## config.mk

```make
export PLATFORM = sky130hd
export DESIGN_NAME = ram_arbiter_flat
export DESIGN_NICKNAME = d
export VERILOG_FILES = /design/src/rtl/ram_arbiter_if.sv /design/src/rtl/ram_arbiter.sv /design/src/flat_wrapper.sv
export SDC_FILE = /design/constraint.sdc
export NUM_CORES = 1
export LEC_CHECK = 0
export BUFFER_PORTS_ARGS = -buffer_cell sky130_fd_sc_hd__buf_2
export CORE_UTILIZATION = 38
export CTS_CLUSTER_DIAMETER = 50
export DETAILED_ROUTE_END_ITERATION = 12
export PLACE_DENSITY = 0.67
export SKIP_LAST_GASP = 1
export SLEW_MARGIN = 20
export SYNTH_ARGS = -nofsm -noshare
export SYNTH_HDL_FRONTEND = slang
export SYNTH_SLANG_ARGS = --single-unit
export TNS_END_PERCENT = 1
```

## constraint.sdc

```tcl
create_clock -name clk -period 3.97 [get_ports clk]
set_clock_uncertainty 0.05 [all_clocks]
set_input_delay 0.1985 -clock clk [delete_from_list [all_inputs] [get_ports clk]]
set_output_delay 0.1985 -clock clk [all_outputs]
set_load 0.01 [all_outputs]
```

## src/rtl/ram_arbiter_if.sv

```systemverilog
// One requester's req/ack port toward ram_arbiter.
// The requester drives the request side; the arbiter drives grant, ack, err and read data.
interface ram_arbiter_if #(
    parameter int DATA_WIDTH = 32,
    parameter int ADDR_WIDTH = 32
);
    logic                  req;
    logic                  we;
    logic [ADDR_WIDTH-1:0] addr;
    logic [DATA_WIDTH-1:0] wdata;
    logic                  gnt;
    logic                  ack;
    logic                  err;
    logic [DATA_WIDTH-1:0] rdata;

    modport master (output req, we, addr, wdata, input gnt, ack, err, rdata);
    modport slave  (input req, we, addr, wdata, output gnt, ack, err, rdata);
endinterface

```

## src/rtl/ram_arbiter.sv

```systemverilog
// Two-requester round-robin arbiter and access sequencer for a single-port RAM.
// Each transaction takes IDLE -> ACCESS -> DONE; out-of-range addresses never enable the RAM.
module ram_arbiter #(
    parameter int DATA_WIDTH = 32,
    parameter int ADDR_WIDTH = 32,
    parameter int DEPTH      = 32
) (
    input  logic                  clk,
    input  logic                  rst_n,
    ram_arbiter_if.slave          rq0,
    ram_arbiter_if.slave          rq1,
    output logic [ADDR_WIDTH-1:0] ram_addr,
    output logic [DATA_WIDTH-1:0] ram_wdata,
    output logic                  ram_read_en,
    output logic                  ram_write_en,
    input  logic [DATA_WIDTH-1:0] ram_rdata
);
    typedef enum logic [1:0] {IDLE, ACCESS, DONE} state_t;

    state_t                state;
    state_t                state_nxt;
    logic                  ptr;
    logic                  win;
    logic                  win_nxt;
    logic                  lat_we;
    logic [ADDR_WIDTH-1:0] lat_addr;
    logic [DATA_WIDTH-1:0] lat_wdata;
    logic                  in_range;
    logic [DATA_WIDTH-1:0] rd_capture;

    assign in_range   = lat_addr < ADDR_WIDTH'(DEPTH);
    assign rd_capture = in_range ? ram_rdata : '0;
    assign ram_addr   = lat_addr;
    assign ram_wdata  = lat_wdata;

    // Contention goes to the pointer; a lone request wins outright.
    assign win_nxt = (rq0.req && rq1.req) ? ptr : rq1.req;

    // NOTE: sequential state uses non-blocking assignments so every flop samples pre-edge values.
    always_ff @(posedge clk or negedge rst_n) begin
        if (!rst_n) state <= IDLE;
        else        state <= state_nxt;
    end

    always_comb begin
        state_nxt = state;
        case (state)
            IDLE:    if (rq0.req || rq1.req) state_nxt = ACCESS;
            ACCESS:  state_nxt = DONE;
            DONE:    state_nxt = IDLE;
            default: state_nxt = IDLE;
        endcase
    end

    // NOTE: every output gets a default first so no path through the case infers a latch.
    always_comb begin
        rq0.gnt      = 1'b0;
        rq1.gnt      = 1'b0;
        rq0.ack      = 1'b0;
        rq1.ack      = 1'b0;
        rq0.err      = 1'b0;
        rq1.err      = 1'b0;
        ram_read_en  = 1'b0;
        ram_write_en = 1'b0;
        case (state)
            ACCESS: begin
                rq0.gnt      = !win;
                rq1.gnt      = win;
                ram_write_en = in_range && lat_we;
                ram_read_en  = in_range && !lat_we;
            end
            DONE: begin
                rq0.gnt = !win;
                rq1.gnt = win;
                rq0.ack = !win;
                rq1.ack = win;
                rq0.err = !win && !in_range;
                rq1.err = win && !in_range;
            end
            default: ;
        endcase
    end

    // Request latch, read-data capture and round-robin pointer.
    always_ff @(posedge clk or negedge rst_n) begin
        if (!rst_n) begin
            ptr       <= 1'b0;
            win       <= 1'b0;
            lat_we    <= 1'b0;
            lat_addr  <= '0;
            lat_wdata <= '0;
            rq0.rdata <= '0;
            rq1.rdata <= '0;
        end else begin
            case (state)
                IDLE: begin
                    if (rq0.req || rq1.req) begin
                        win       <= win_nxt;
                        lat_we    <= win_nxt ? rq1.we    : rq0.we;
                        lat_addr  <= win_nxt ? rq1.addr  : rq0.addr;
                        lat_wdata <= win_nxt ? rq1.wdata : rq0.wdata;
                    end
                end
                ACCESS: begin
                    if (!lat_we) begin
                        if (win) rq1.rdata <= rd_capture;
                        else     rq0.rdata <= rd_capture;
                    end
                end
                DONE:    ptr <= ~win;
                default: ;
            endcase
        end
    end
endmodule

```

## src/flat_wrapper.sv

```systemverilog
// flat-port wrapper written by rule: the top's interface ports become plain ports
module ram_arbiter_flat 
#(
    parameter int DATA_WIDTH = 32,
    parameter int ADDR_WIDTH = 32,
    parameter int DEPTH      = 32
)
  (clk, rst_n, ram_addr, ram_wdata, ram_read_en, ram_write_en, ram_rdata, rq0_req, rq0_we, rq0_addr, rq0_wdata, rq0_gnt, rq0_ack, rq0_err, rq0_rdata, rq1_req, rq1_we, rq1_addr, rq1_wdata, rq1_gnt, rq1_ack, rq1_err, rq1_rdata);
  ram_arbiter_if #(.DATA_WIDTH(DATA_WIDTH), .ADDR_WIDTH(ADDR_WIDTH)) rq0_i ();
  ram_arbiter_if #(.DATA_WIDTH(DATA_WIDTH), .ADDR_WIDTH(ADDR_WIDTH)) rq1_i ();
  input  logic clk;
  input  logic rst_n;
  output logic [ADDR_WIDTH-1:0] ram_addr;
  output logic [DATA_WIDTH-1:0] ram_wdata;
  output logic ram_read_en;
  output logic ram_write_en;
  input  logic [DATA_WIDTH-1:0] ram_rdata;
  input wire logic [$bits(rq0_i.req)-1:0] rq0_req;
  input wire logic [$bits(rq0_i.we)-1:0] rq0_we;
  input wire logic [$bits(rq0_i.addr)-1:0] rq0_addr;
  input wire logic [$bits(rq0_i.wdata)-1:0] rq0_wdata;
  output wire logic [$bits(rq0_i.gnt)-1:0] rq0_gnt;
  output wire logic [$bits(rq0_i.ack)-1:0] rq0_ack;
  output wire logic [$bits(rq0_i.err)-1:0] rq0_err;
  output wire logic [$bits(rq0_i.rdata)-1:0] rq0_rdata;
  input wire logic [$bits(rq1_i.req)-1:0] rq1_req;
  input wire logic [$bits(rq1_i.we)-1:0] rq1_we;
  input wire logic [$bits(rq1_i.addr)-1:0] rq1_addr;
  input wire logic [$bits(rq1_i.wdata)-1:0] rq1_wdata;
  output wire logic [$bits(rq1_i.gnt)-1:0] rq1_gnt;
  output wire logic [$bits(rq1_i.ack)-1:0] rq1_ack;
  output wire logic [$bits(rq1_i.err)-1:0] rq1_err;
  output wire logic [$bits(rq1_i.rdata)-1:0] rq1_rdata;
  assign rq0_i.req = rq0_req;
  assign rq0_i.we = rq0_we;
  assign rq0_i.addr = rq0_addr;
  assign rq0_i.wdata = rq0_wdata;
  assign rq0_gnt = rq0_i.gnt;
  assign rq0_ack = rq0_i.ack;
  assign rq0_err = rq0_i.err;
  assign rq0_rdata = rq0_i.rdata;
  assign rq1_i.req = rq1_req;
  assign rq1_i.we = rq1_we;
  assign rq1_i.addr = rq1_addr;
  assign rq1_i.wdata = rq1_wdata;
  assign rq1_gnt = rq1_i.gnt;
  assign rq1_ack = rq1_i.ack;
  assign rq1_err = rq1_i.err;
  assign rq1_rdata = rq1_i.rdata;
  ram_arbiter #(.DATA_WIDTH(DATA_WIDTH), .ADDR_WIDTH(ADDR_WIDTH), .DEPTH(DEPTH)) u_core (.clk(clk), .rst_n(rst_n), .rq0(rq0_i), .rq1(rq1_i), .ram_addr(ram_addr), .ram_wdata(ram_wdata), .ram_read_en(ram_read_en), .ram_write_en(ram_write_en), .ram_rdata(ram_rdata));
endmodule
```

==> results.sh <==
export IMPL_status="finished, final reports clean"
export IMPL_drt_initial_drc_count=374
export IMPL_post_route_drc_count=0
export IMPL_slew_headroom_pct=30.1
export IMPL_synth_area_per_cell_um2=10.0
export IMPL_insertion_delay_ns=0.42
export IMPL_dp_cells=1132
export IMPL_grt_pass1_wl_um=34300
export IMPL_critical_path_arrival_ns=3.02
export IMPL_root_buffer="clkbuf_16"
export IMPL_grt_pass1_vias=6522
export IMPL_async_reset_ff_share_pct=100
export IMPL_num_io_pins=302
export IMPL_synth_area_leaders="dfrtp_1, nand3b_1, o41ai_2"
export IMPL_cts_clk_slew_worst_paths_ns=0.07
export IMPL_viasPerCell=5.36
export IMPL_critical_path_required_ns=4.29
export IMPL_max_cap_violations=0
export IMPL_die_y_um=135
export IMPL_fill_cells=1489
export IMPL_layout_drive_gt1_share_pct=37.1
export IMPL_netlist_area_um2=6740
export IMPL_cp_max_fo=113
export IMPL_routabilityCongestion=0.820
export IMPL_start_kind="flop"
export IMPL_fin_crit_sh_pct=68.2
export IMPL_yosysMostFrequentCell="dfrtp_1"
export IMPL_setup_ws_ns=1.26
export IMPL_ys_seq_elements=133
export IMPL_synth_top_cell_by_area="dfrtp_1"
export IMPL_finalSetupTns_ns=0
export IMPL_finalSetupViolCount=0
export IMPL_ys_seq_area_share_pct=49.4
export IMPL_period_needed_ns=2.71
export IMPL_yosysTopAreaCellShare_pct=49.4
export IMPL_ys_dominant_reg_cell="dfrtp_1"
export IMPL_ant_nets=0
export IMPL_ir_worst_vdd_v=0.000364
export IMPL_track_usage_pct=24.2
export IMPL_slew_violations=0
export IMPL_max_freq_mhz=369
export IMPL_hold_path_class="input port to flop"
export IMPL_h_tree_depth=4
export IMPL_synth_common_cells="dfrtp_1, nand3b_1, nor2_1"
export IMPL_overflow=0
export IMPL_grt_setup_unrepaired="false"
export IMPL_synth_nets=841
export IMPL_cp_end_kind="flop"
export IMPL_grt_max_degree=114
export IMPL_numCtsBuffers=17
export IMPL_cts_tree="built"
export IMPL_antenna_found_initial=6
export IMPL_hold_viol_final=0
export IMPL_stdcell_count=1282
export IMPL_wire_per_inst_um=17.4
export IMPL_fin_nets=1207
export IMPL_dieArea_um2=18300
export IMPL_crit_type="flop to flop"
export IMPL_synth_edff_count=0
export IMPL_post_cts_setup_buffer_count=0
export IMPL_rows=48
export IMPL_power_leakage_nw=4.58
export IMPL_dpl_hpwl_um=14100
export IMPL_clock_sinks=133
export IMPL_cellPowerDensity_nw_per_um2=750
export IMPL_start_util_pct=39.0
export IMPL_dpl_worst_slack_ns=1.69
export IMPL_drtPass1Iterations=6
export IMPL_syn_to_final_growth_pct=49.0
export IMPL_worstMarginPinSlew_ns=1.05
export IMPL_netlist_instances=672
export IMPL_die_w_um=135
export IMPL_core_area_um2=17300
export IMPL_yosysUniqueCellTypes=31
export IMPL_ys_warn_count=0
export IMPL_finalWirelength_um=22300
export IMPL_clk_path_buf_depth=2
export IMPL_vias=6867
export IMPL_port_buffers=301
cells by family after synthesis:
family | count (synthesis) | share of synthesized area, %
AO/OA/AOI/OAI | 199 | 23.5
adder cells (fa/ha/maj) | 3 | 0.557
buffers and inverters | 83 | 5.49
flip-flops | 133 | 49.4
AND/OR/NAND/NOR | 254 | 21.1
placed cells by master, fill, tap and decap left out, types with 3 or more instances in the layout:
cell / instances
a31oi_1: 65
buf_2: 300
buf_4: 10
clkbuf_16: 17
dfrtp_1: 133
diode_2: 6
dlygate4sd3_1: 112
ha_1: 3
inv_1: 5
inv_6: 6
inv_8: 4
nand2_1: 66
nand3b_1: 98
nor2_1: 68
nor4_2: 6
o21ai_0: 42
o21ai_1: 24
o41ai_1: 30
o41ai_2: 34
stage by stage:
stage          instance area [um^2]  hold WS [ns]  power, W  utilization (%)
2_1_floorplan                  6740        -0.147   0.00419                -
3_3_place_gp                   8300         0.349   0.00533             48.0
3_5_place_dp                   8300         0.350   0.00538             48.0
4_1_cts                       10000      0.000745   0.00751             58.0
5_1_grt                       10000        0.0216   0.00802             58.1
6_report                      10000        0.0148   0.00753             58.1
power by group:
group	internal [W]	leakage [nW]	switching [W]	total (W)
Sequential	0.00203	1.63	0.000525	0.00255
Combinational	0.00164	2.65	0.00170	0.00334
Clock	0.000956	0.298	0.000676	0.00163
Total	0.00463	4.58	0.00290	0.00753
worst max-delay path, stage by stage (launching register included):
cell	delay, ns
dfrtp_1	0.37
and2b_4	0.91
buf_4	0.36
o21ai_0	0.14
a31oi_1	0.24
dlygate4sd3_1	0.57
worst paths after layout:
check / from / endpoint / slack, ns / depth (start not counted)
worst max-delay path: u_core.ptr / u_core.ram_wdata[19] / 1.26 / 5
worst min-delay path: rq1_addr[29] / u_core.ram_addr[29] / 0.01 / 3
worst max register to register: u_core.ptr / u_core.ram_wdata[19] / 1.26 / 5
worst min register to register: u_core.rq0.rdata[30] / u_core.rq0.rdata[30] / 0.42 / 2
max in group asynchronous: rst_n / u_core.rq0.rdata[25] / 2.45 / 3
min in group asynchronous: rst_n / u_core.rq0.rdata[23] / 0.42 / 2
flip-flops by register name, summed over array words and instances, names as in the netlist:
register,cells
u_core.state,2
u_core.ram_wdata,32
u_core.lat_we,1
u_core.ram_addr,32
u_core.ptr,1
u_core.rq0.rdata,32
u_core.rq1.rdata,32
u_core.win,1
metal layers:
| layer | wire length (um) | GRT usage [%] | part of all wire, % |
|---|---|---|---|
| met1 | 9110 | 30.5 | 41 |
| met2 | 10500 | 38.0 | 47 |
| met3 | 1900 | 7.30 | 8.5 |
| met4 | 796 | 11.1 | 3.6 |
| met5 | 0 | 0 | 0 |
final cells by class:
type,instances,area [um^2],share of cell area [%]
flip-flops and latches,133,3330,33.1
multi-input cells,456,3060,30.4
repair buffers,424,2730,27.2
clock buffers,17,425,4.24
well taps,225,282,2.80
clock inverters,15,183,1.82
inverters,6,22.5,0.224
diodes,6,15.0,0.150
what timing repair did:
action,in CTS,in global routing
endpoints found under the hold margin,167,0
gates resized for setup,0,0
hold buffers,112,0
Power figures use the tool's default switching activity.
